File: src/rtl/seq_divider_32.sv
`default_nettype none
// ============================================================================
// Module      : seq_divider_32
// Description : Multi-cycle unsigned restoring divider, one quotient bit per
//               clock, with start/busy/done handshake and divide-by-zero flag.
// Revision    : 1.0 - initial release
// ============================================================================
module seq_divider_32 #(
    parameter int WIDTH = 32
) (
    input  logic             clk,
    input  logic             rst_n,
    input  logic             start,
    input  logic [WIDTH-1:0] dividend,
    input  logic [WIDTH-1:0] divisor,
    output logic             busy,
    output logic             done,
    output logic [WIDTH-1:0] quotient,
    output logic [WIDTH-1:0] remainder,
    output logic             div_zero
);

    typedef enum logic [1:0] {
        ST_IDLE = 2'd0,
        ST_RUN  = 2'd1,
        ST_DONE = 2'd2
    } state_t;

    localparam logic [5:0]       C_LAST_ITER = 6'(WIDTH - 1);
    localparam logic [WIDTH-1:0] C_ALL_ONES  = '1;

    state_t           r_state;
    state_t           w_state_nxt;
    logic [WIDTH-1:0] r_rem;
    logic [WIDTH-1:0] w_rem_nxt;
    logic [WIDTH-1:0] r_q;
    logic [WIDTH-1:0] w_q_nxt;
    logic [WIDTH-1:0] r_div;
    logic [WIDTH-1:0] w_div_nxt;
    logic [5:0]       r_cnt;
    logic [5:0]       w_cnt_nxt;
    logic [WIDTH-1:0] r_quot;
    logic [WIDTH-1:0] w_quot_nxt;
    logic [WIDTH-1:0] r_remd;
    logic [WIDTH-1:0] w_remd_nxt;
    logic             r_dz;
    logic             w_dz_nxt;

    // Trial subtraction is one bit wider than the operands so the top bit of
    // the partial remainder survives the shift and the MSB of the result is
    // the borrow.
    logic [WIDTH:0]   w_trial;
    logic [WIDTH:0]   w_diff;
    logic             w_borrow;
    logic [WIDTH-1:0] w_rem_step;
    logic [WIDTH-1:0] w_q_step;

    assign w_trial    = {r_rem, r_q[WIDTH-1]};
    assign w_diff     = w_trial - {1'b0, r_div};
    assign w_borrow   = w_diff[WIDTH];
    assign w_rem_step = w_borrow ? w_trial[WIDTH-1:0] : w_diff[WIDTH-1:0];
    assign w_q_step   = {r_q[WIDTH-2:0], ~w_borrow};

    always_ff @(posedge clk or negedge rst_n) begin
        if (!rst_n) begin
            r_state <= ST_IDLE;
        end else begin
            r_state <= w_state_nxt;
        end
    end

    always_comb begin
        w_state_nxt = r_state;
        w_rem_nxt   = r_rem;
        w_q_nxt     = r_q;
        w_div_nxt   = r_div;
        w_cnt_nxt   = r_cnt;
        w_quot_nxt  = r_quot;
        w_remd_nxt  = r_remd;
        w_dz_nxt    = r_dz;
        case (r_state)
            ST_IDLE, ST_DONE: begin
                if (start) begin
                    w_div_nxt = divisor;
                    w_q_nxt   = dividend;
                    w_rem_nxt = '0;
                    w_cnt_nxt = '0;
                    if (divisor == '0) begin
                        w_state_nxt = ST_DONE;
                        w_quot_nxt  = C_ALL_ONES;
                        w_remd_nxt  = dividend;
                        w_dz_nxt    = 1'b1;
                    end else begin
                        w_state_nxt = ST_RUN;
                    end
                end else if (r_state == ST_DONE) begin
                    w_state_nxt = ST_IDLE;
                end
            end
            ST_RUN: begin
                w_rem_nxt = w_rem_step;
                w_q_nxt   = w_q_step;
                w_cnt_nxt = r_cnt + 6'd1;
                // Final iteration lands straight in the result registers.
                if (r_cnt == C_LAST_ITER) begin
                    w_state_nxt = ST_DONE;
                    w_quot_nxt  = w_q_step;
                    w_remd_nxt  = w_rem_step;
                    w_dz_nxt    = 1'b0;
                end
            end
            default: begin
                w_state_nxt = ST_IDLE;
            end
        endcase
    end

    always_ff @(posedge clk or negedge rst_n) begin
        if (!rst_n) begin
            r_rem  <= '0;
            r_q    <= '0;
            r_div  <= '0;
            r_cnt  <= '0;
            r_quot <= '0;
            r_remd <= '0;
            r_dz   <= 1'b0;
        end else begin
            r_rem  <= w_rem_nxt;
            r_q    <= w_q_nxt;
            r_div  <= w_div_nxt;
            r_cnt  <= w_cnt_nxt;
            r_quot <= w_quot_nxt;
            r_remd <= w_remd_nxt;
            r_dz   <= w_dz_nxt;
        end
    end

    assign busy      = (r_state == ST_RUN);
    assign done      = (r_state == ST_DONE);
    assign quotient  = r_quot;
    assign remainder = r_remd;
    assign div_zero  = r_dz;

endmodule
`default_nettype wire

File: config.mk
export PLATFORM = sky130hd
export DESIGN_NAME = seq_divider_32
export DESIGN_NICKNAME = d
export VERILOG_FILES = /design/src/rtl/seq_divider_32.sv
export SDC_FILE = /design/constraint.sdc
export NUM_CORES = 1
export LEC_CHECK = 0
export CAP_MARGIN = 25
export CORE_ASPECT_RATIO = 0.6
export CORE_MARGIN = 1
export CORE_UTILIZATION = 50
export DETAILED_ROUTE_END_ITERATION = 10
export PLACE_DENSITY = 0.82
export SLEW_MARGIN = 10
export SYNTH_ARGS = -nofsm -noshare
export SYNTH_HDL_FRONTEND = slang
export SYNTH_SLANG_ARGS = --single-unit
File: constraint.sdc
create_clock -name clk -period 3.4 [get_ports clk]
set_clock_uncertainty 0.15 [all_clocks]
set_input_delay 0.68 -clock clk [delete_from_list [all_inputs] [get_ports clk]]
set_output_delay 0.68 -clock clk [all_outputs]
set_load 0.02 [all_outputs]
==> results_dict.tcl, run 1 <==
set metrics [dict create \
    grt_use_total_pct 29.0 \
    core.rowCount 37 \
    core-area_sq_um 17500 \
    rr_endpoint "r_rem[10]$_DFFE_PN0P_" \
    hold_buffers 0 \
    worst_setup_path_end_kind "register" \
    vias 8616 \
    post-route-period-util_pct 98.5 \
    grt_max_degree 100 \
    cp_common_cell "o31ai_4" \
    hold_viol 1 \
    reg2reg_depth 12 \
    fmax_mhz 299 \
    dp.cells 1386 \
    synth_fp_nets 1142 \
    yosys.cell_types.count 69 \
    critical_path_required_ns 3.52 \
    drive_above_1_share_pct 9.82 \
    hold_slack_ns -0.000195 \
    crit_chain "ha_1, a21oi_1, nand3b_1, a31oi_1, a211oi_4, o31ai_4, o31ai_4, xnor2_2, buf_12, buf_8, mux2i_2, o21ai_0" \
    slowest_stage "dfrtp_1" \
    synth_cells 1041 \
    synth_flop_cell "dfrtp_1" \
    crit_type "register to register" \
    synth_area_leaders "dfrtp_1 (46%), nand2_1 (7.6%), o21ai_0 (5.2%), ha_1 (4.5%), a31oi_1 (3.1%)" \
    fin_cells 1426 \
    dieArea_sq_um 18900 \
    wire_per_inst_um 18.9 \
    violations "hold timing" \
    worstSkewPairLatency_ns 0.44 \
    cts_htree_levels 4 \
    antenna_cells 0 \
    cts_made_buffers 17 \
    via_per_inst 6.04 \
    synth_top_cell_area_share_pct 46.1 \
    start_kind "register" \
    setup_viol 0 \
    min_period_ns 3.35 \
    avgSynthCellArea_sq_um 8.81 \
    cap_violations 0 \
    irDropWorstVdd_mv 0.698 \
    dieHeight_um 107 \
    yosys_warnings 0 \
    design_area_sq_um 11700 \
    synth_commonest_cells "nand2_1 (185), dfrtp_1 (169), o21ai_0 (95)" \
    clock_sinks 169 \
    drc 0 \
    dpl.hpwl_um 18700 \
    relSlewSlack_pct 34.2 \
    critical_path_buf_inv_count 2 \
    area_growth_pct 27.7 \
    r2r-start "r_rem[8]$_DFFE_PN0P_" \
    r2r_slack_ns 0.05 \
    synthArstFlopShare_pct 100 \
    yosysTopAreaCell "dfrtp_1" \
    die_w_um 177 \
    synth_most_common_cell "nand2_1" \
    crit_arrival_ns 3.47 \
    synth-edff-count 0 \
    layout.nets 1280 \
    path_delay_family "compound AO/OA/AOI/OAI gates" \
    postPlaceCellArea_sq_um 10900 \
    initial_core_util_pct 52.3 \
    crit_fanout 8 \
    syn-cell-area_sq_um 9180 \
    power-per-cell-area_nw_per_um2 1280 \
    globalplace.congestion 0.941 \
    grt-ovfl-total 0 \
    drt_wl_total_um 27000 \
    cpPeakStageDelay_ns 0.43 \
    io_pins 134 \
    firstDrtPassIters 6 \
    grt_pass1_vias 8270 \
    clk_pin_slew_ns 0.07 \
    root_buffer "clkbuf_16" \
    synth-seq-cells 169 \
    tightestPinTransition_ns 0.988 \
    hp-class "primary input to asynchronous set/reset pin" \
    antenna_found_initial 0 \
    ant_nets 0 \
    grt_pass1_wl_um 42700 \
    drv_slew 0 \
    cts_tree "done" \
    ys_seq_area_share_pct 46.1 \
    status "finished, violations left" \
    drtIter0Drc 835 \
    clockBufferDepth 2 \
    setup_tns_ns 0 \
    numPortBuffers 133 \
    p_leak_nw 4.98 \
]
==> routing by layer <==
metal	global-route usage, %	wire, um	vias up
li1	-	-	3962
met1	41.3	12000	4161
met2	43.5	12000	443
met3	7.59	2460	50
met4	8.31	506	0
met5	0	0	-
==> worst max path at each step <==
stage	from	to	slack, ns	depth (start not counted)
after detailed placement	divisor[0]	remainder[0]$_DFFE_PN0P_	0.04	11
after global placement	divisor[0]	remainder[0]$_DFFE_PN0P_	0.06	11
final	r_rem[8]$_DFFE_PN0P_	r_rem[10]$_DFFE_PN0P_	0.05	12
after global routing	r_q[31]$_DFFE_PN0P_	r_rem[10]$_DFFE_PN0P_	-0.05	14
after floorplan	r_q[31]$_DFFE_PN0P_	remainder[21]$_DFFE_PN0P_	0.34	13
after CTS	r_q[31]$_DFFE_PN0P_	remainder[1]$_DFFE_PN0P_	0.09	13
==> per-stage QoR <==
step           power (W)  setup WS (ns)  util, %
2_1_floorplan    0.00928          0.344        -
3_3_place_gp      0.0117         0.0626     62.2
3_5_place_dp      0.0119         0.0439     62.2
4_1_cts           0.0140         0.0918     65.6
5_1_grt           0.0159        -0.0511     66.8
6_report          0.0150         0.0501     66.8
==> timing repair <==
action,in CTS,in global routing
setup endpoints to repair,0,44
gates resized for setup,0,31
setup buffers,0,8
hold endpoints to repair,0,0
==> power breakdown <==
group	total, W	switching (W)	internal (W)	leakage [nW]
combinational	0.00924	0.00511	0.00413	2.71
clock	0.00199	0.000927	0.00106	0.283
sequential	0.00377	0.000770	0.00299	1.99
==> kinds of logic (layout without fill, tap and decap cells) <==
kind of cell / Yosys count / in the layout / share of synthesized area (%)
and+or+nand+nor: 374 / 374 / 18.1
buffers and inverters: 109 / 260 / 4.91
muxes: 20 / 20 / 2.20
AOI/OAI and AO/OA: 308 / 308 / 21.3
xor gates and xnor gates: 27 / 27 / 2.66
DFF: 169 / 169 / 46.1
adders and majority gates: 34 / 34 / 4.72
==> cell type report <==
cell class / instances / area [sq um]
fillers: 1345 / 5830
multi-input cells: 763 / 4640
flip-flops and latches: 169 / 4230
repair buffers: 183 / 1790
clock buffers: 18 / 439
well taps: 234 / 293
inverters: 45 / 169
clock inverters: 14 / 153
==> state kept, by name (all words and copies together) (netlist names) <==
name	flops
div_zero	1
r_q	32
remainder	32
r_cnt	6
r_div	32
r_state	2
quotient	32
r_rem	32
==> layout by cell type (no fill, tap or decap), types with 9 or more instances in the layout <==
| master | netlist | routed |
|---|---|---|
| clkdlybuf4s50_1 | 0 | 132 |
| ha_1 | 33 | 32 |
| dfrtp_1 | 169 | 169 |
| xor2_1 | 11 | 11 |
| nand2_1 | 185 | 185 |
| inv_1 | 43 | 43 |
| buf_4 | 1 | 42 |
| clkbuf_16 | 0 | 17 |
| mux2i_1 | 19 | 11 |
| nor2_1 | 76 | 75 |
| nand3_1 | 28 | 28 |
| xnor2_1 | 15 | 14 |
| o22a_1 | 15 | 15 |
| o21ai_1 | 15 | 21 |
| nor3_1 | 15 | 14 |
| a21oi_1 | 57 | 55 |
| or3_1 | 9 | 9 |
| o21ai_0 | 95 | 89 |
| a22oi_1 | 14 | 14 |
| a31oi_1 | 46 | 46 |
| nor4_1 | 9 | 9 |
Note: power is estimated with default switching activity, not from simulation.
==> run 2: changes to the inputs <==
DONT_BUFFER_PORTS = 1   (was not set)
GPL_TIMING_DRIVEN = 1   (was not set)
PLACE_DENSITY = 0.73   (was 0.82)
==> run 2 against run 1 <==
Against the previous run:
- the run ends with hold timing, setup timing left
- critical endpoint is now r_rem[11]$_DFFE_PN0P_
- critical path type unchanged
- die area unchanged
- non-clock buffer count shrank 147
- fmax fell by 1.9%
- design area is 10% lower
==> results_dict.tcl, run 2 (synthesized netlist as in run 1, its figures left out) <==
set metrics [dict create \
    status "finished, violations left" \
    violations "hold timing, setup timing" \
    root_buffer "clkbuf_16" \
    hp-class "primary input to asynchronous set/reset pin" \
    numPortBuffers 0 \
    drt_wl_total_um 25400 \
    ant_nets 0 \
    path_delay_family "compound AO/OA/AOI/OAI gates" \
    layout.nets 1133 \
    drtIter0Drc 709 \
    crit_fanout 8 \
    io_pins 134 \
    pre_cts_slack_ns -0.00344 \
    grt_max_degree 170 \
    core-area_sq_um 17500 \
    worst_slack_ns -0.0161 \
    grt_use_total_pct 27.0 \
    worstSkewPairLatency_ns 0.44 \
    firstDrtPassIters 6 \
    min_period_ns 3.42 \
    antenna_found_initial 0 \
    hold_slack_ns -0.214 \
    hold_viol 169 \
    wire_per_inst_um 19.9 \
    start_kind "register" \
    clk_pin_slew_ns 0.07 \
    cpPeakStageDelay_ns 0.39 \
    drive_above_1_share_pct 11.3 \
    dieHeight_um 107 \
    grt_pass1_vias 7379 \
    crit_arrival_ns 3.54 \
    dieArea_sq_um 18900 \
    crit_type "register to register" \
    post-route-period-util_pct 100 \
    fillers 1491 \
    fmax_mhz 293 \
    grt-ovfl-total 0 \
    tightestPinTransition_ns 1.02 \
    setup_tns_ns -0.0731 \
    antenna_cells 0 \
    setup_viol 9 \
    initial_core_util_pct 52.3 \
    cts_tree "done" \
    via_per_inst 6.03 \
    clockBufferDepth 2 \
    critical_path_required_ns 3.53 \
    most-common-layout-cells "nand2_1 (185), dfrtp_1 (169), o21ai_0 (83)" \
    critical_path_buf_inv_count 4 \
    area_growth_pct 14.4 \
    drv_slew 0 \
    worst_setup_path_end_kind "register" \
    rsz0062_at_grt "yes" \
    slowest_stage "dfrtp_1" \
    cts_made_buffers 17 \
    die_w_um 177 \
    drc 0 \
    final_common_cell "nand2_1" \
    cts_htree_levels 4 \
    grt_pass1_wl_um 39400 \
    vias 7717 \
    crit_chain "inv_2, ha_4, fa_2, nand2b_4, a21o_1, a21oi_4, a211oi_4, o31ai_4, o31ai_4, buf_12, xnor2_4, buf_12, clkbuf_16, mux2i_4, o21ai_0" \
    clock_sinks 169 \
    cap_violations 0 \
    core.rowCount 37 \
    globalplace.congestion 0.919 \
    relSlewSlack_pct 32.1 \
    dpl.hpwl_um 17500 \
]
run 2: final timing paths:
kind	from	endpoint	slack, ns	depth (start not counted)
worst min register to register	r_cnt[5]$_DFFE_PN0P_	r_cnt[5]$_DFFE_PN0P_	0.36	1
worst min-delay path	rst_n	quotient[27]$_DFFE_PN0P_	-0.21	0
worst max register to register	r_q[31]$_DFFE_PN0P_	r_rem[11]$_DFFE_PN0P_	-0.02	15
worst max-delay path	r_q[31]$_DFFE_PN0P_	r_rem[11]$_DFFE_PN0P_	-0.02	15
min in group clk	divisor[5]	r_div[5]$_DFFE_PN0P_	0.21	2
max in group asynchronous	rst_n	remainder[7]$_DFFE_PN0P_	3.06	0
run 2: repair_timing:
action,in CTS,in global routing
gates cloned,0,2
hold endpoints to repair,169,169
pin swaps,0,11
buffers inserted,0,8
resized for setup,1,66
endpoints found under the setup margin,4,56
run 2: area by class of cell:
class / instances / area, sq um / share of cell area (%)
Multi-Input combinational cell: 763 / 4810 / 45.9
Sequential cell: 169 / 4230 / 40.3
Clock buffer: 18 / 439 / 4.18
Timing Repair Buffer: 36 / 393 / 3.74
Tap cell: 234 / 293 / 2.79
Inverter: 45 / 169 / 1.61
Clock inverter: 14 / 163 / 1.55
run 2: through the flow:
stage	cell area [sq um]	cells	util (%)
detailed placement	9460	1237	53.9
global route	10500	1279	59.8
finish	10500	1279	59.8
floorplan	9180	1041	-
CTS	10100	1269	57.4
global placement	9460	1237	53.9
run 2: layer usage:
metal | GRT usage [%] | wire, um | up-vias
met5 | 0 | 0 | -
met4 | 6.90 | 296 | 0
met3 | 7.62 | 2240 | 22
met2 | 40.4 | 11400 | 302
met1 | 38.3 | 11500 | 3726
li1 | - | - | 3667
Power of run 2 is not shown: default switching activity piles up to over one toggle a cycle in this logic, so the estimate is an artifact.
==> run 3: changes to the inputs <==
CTS_BUF_LIST = sky130_fd_sc_hd__clkbuf_2   (was not set)
==> run 3 against run 2 <==
Against the previous run:
- the flow still finishes with violations (hold timing, setup timing)
- critical path depth is the same
- die area stayed put
- register-to-register slack about the same
- routed wire length rose by 0.39%
- fmax decreased by 0.20%
- setup slack got worse by 0.0068 ns
- count of clock-buffer cells in the layout fell by 1
- critical path type unchanged
- largest cell class unchanged
- highest routed layer is now met5
==> results_dict.tcl, run 3 (synthesized netlist as in run 1, its figures left out) <==
set metrics [dict create \
    status "finished, violations left" \
    violations "hold timing, setup timing" \
    dp.cells 1237 \
    multi_input_area_sq_um 4750 \
    min_period_ns 3.42 \
    numPortBuffers 0 \
    final_common_cell "nand2_1" \
    firstDrtPassIters 8 \
    worst_setup_path_end_kind "register" \
    die_w_um 177 \
    clk_pin_slew_ns 0.28 \
    worstSkewPairLatency_ns 0.78 \
    grt_pass1_wl_um 40200 \
    dieArea_sq_um 18900 \
    slowest_stage "dfrtp_1" \
    cts_made_buffers 17 \
    dpl.hpwl_um 17500 \
    clock_sinks 169 \
    io_pins 134 \
    path_delay_family "compound AO/OA/AOI/OAI gates" \
    grt_pass1_vias 7612 \
    hold_buffers 64 \
    drive_above_1_share_pct 10.4 \
    power.total_w 0.0138 \
    setup_tns_ns -0.160 \
    fillers 1533 \
    crit_chain "inv_2, ha_4, fa_2, nand2b_4, a21o_1, a21oi_4, a211oi_4, o31ai_4, o31ai_4, buf_6, xnor2_4, buf_12, buf_12, mux2_4, o21ai_2" \
    most-common-layout-cells "nand2_1 (185), dfrtp_1 (169), o21ai_0 (88)" \
    critical_path_buf_inv_count 4 \
    rr_endpoint "r_rem[1]$_DFFE_PN0P_" \
    drv_slew 0 \
    drt_wl_total_um 25500 \
    grt-ovfl-total 0 \
    cap_violations 0 \
    fin_cells 1345 \
    worst_slack_ns -0.0229 \
    grt_use_total_pct 27.4 \
    irDropWorstVdd_mv 0.715 \
    layout.nets 1199 \
    globalplace.congestion 0.919 \
    hp-class "primary input to asynchronous set/reset pin" \
    area_growth_pct 16.9 \
    p_leak_nw 4.54 \
    core.rowCount 37 \
    relSlewSlack_pct 31.3 \
    fmax_mhz 292 \
    critical_path_required_ns 3.96 \
    ant_nets 0 \
    cts_tree "done" \
    clockBufferDepth 2 \
    vias 7967 \
    start_kind "register" \
    grt_max_degree 170 \
    power-per-cell-area_nw_per_um2 1290 \
    drtIter0Drc 822 \
    r2r_slack_ns -0.02 \
    cpPeakStageDelay_ns 0.45 \
    crit_fanout 5 \
    setup_viol 12 \
    r2r-start "r_q[31]$_DFFE_PN0P_" \
    reg2reg_depth 15 \
    rsz0062_at_grt "yes" \
    post-route-period-util_pct 101 \
    antenna_found_initial 1 \
    initial_core_util_pct 52.3 \
    antenna_cells 0 \
    core-area_sq_um 17500 \
    hold_slack_ns -0.610 \
    crit_arrival_ns 3.98 \
    ff_latch_area_sq_um 4230 \
    cts_htree_levels 4 \
    crit_type "register to register" \
    tightestPinTransition_ns 1.03 \
    hold_viol 169 \
    wire_per_inst_um 19.0 \
    final_core_util_pct 61.1 \
    dieHeight_um 107 \
    root_buffer "clkbuf_2" \
    via_per_inst 5.92 \
    drc 0 \
]
run 3: layer usage:
layer,part of all wire (%),track usage [%],vias up
li1,-,-,3793
met3,7.9,6.52,28
met4,1.0,6.77,2
met2,44,41.4,313
met1,47,39.6,3831
met5,0.039,0,-
run 3: cell type report:
| cell class | count | share of cell area, % |
|---|---|---|
| well taps | 234 | 2.73 |
| multi-input cells | 763 | 44.3 |
| flip-flops and latches | 169 | 39.4 |
| clock inverters | 15 | 1.55 |
| repair buffers | 102 | 9.64 |
| inverters | 45 | 1.57 |
| clock buffers | 17 | 0.793 |
run 3: repair_timing:
action	in CTS	in global routing
resized for setup	1	54
pin swaps	2	11
setup endpoints to repair	11	59
buffers inserted	1	9
endpoints found under the hold margin	261	169
cloned	0	2
run 3: through the flow:
stage / setup WS (ns) / area, sq um
3_5_place_dp: -0.00344 / 9460
5_1_grt: -0.126 / 10700
2_1_floorplan: 0.344 / 9180
4_1_cts: 0.00539 / 10400
3_3_place_gp: 0.120 / 9460
6_report: -0.0229 / 10700
run 3: power breakdown:
group | internal, W | switching (W) | leakage (nW)
combinational | 0.00389 | 0.00444 | 2.41
clock | 0.000353 | 0.000795 | 0.138
sequential | 0.00297 | 0.00134 | 1.99
run 3: worst max-delay path by stage:
| stage | slack, ns | start | cells after the start | end |
|---|---|---|---|---|
| after CTS | 0.005 | r_rem[5]$_DFFE_PN0P_ | 11 | r_rem[6]$_DFFE_PN0P_ |
| after global placement | 0.12 | r_rem[16]$_DFFE_PN0P_ | 11 | r_rem[1]$_DFFE_PN0P_ |
| final | -0.02 | r_q[31]$_DFFE_PN0P_ | 15 | r_rem[1]$_DFFE_PN0P_ |
| after floorplan | 0.34 | r_q[31]$_DFFE_PN0P_ | 13 | remainder[21]$_DFFE_PN0P_ |
| after detailed placement | -0.003 | r_q[31]$_DFFE_PN0P_ | 13 | r_rem[6]$_DFFE_PN0P_ |
| after global routing | -0.13 | r_q[31]$_DFFE_PN0P_ | 15 | remainder[8]$_DFFE_PN0P_ |
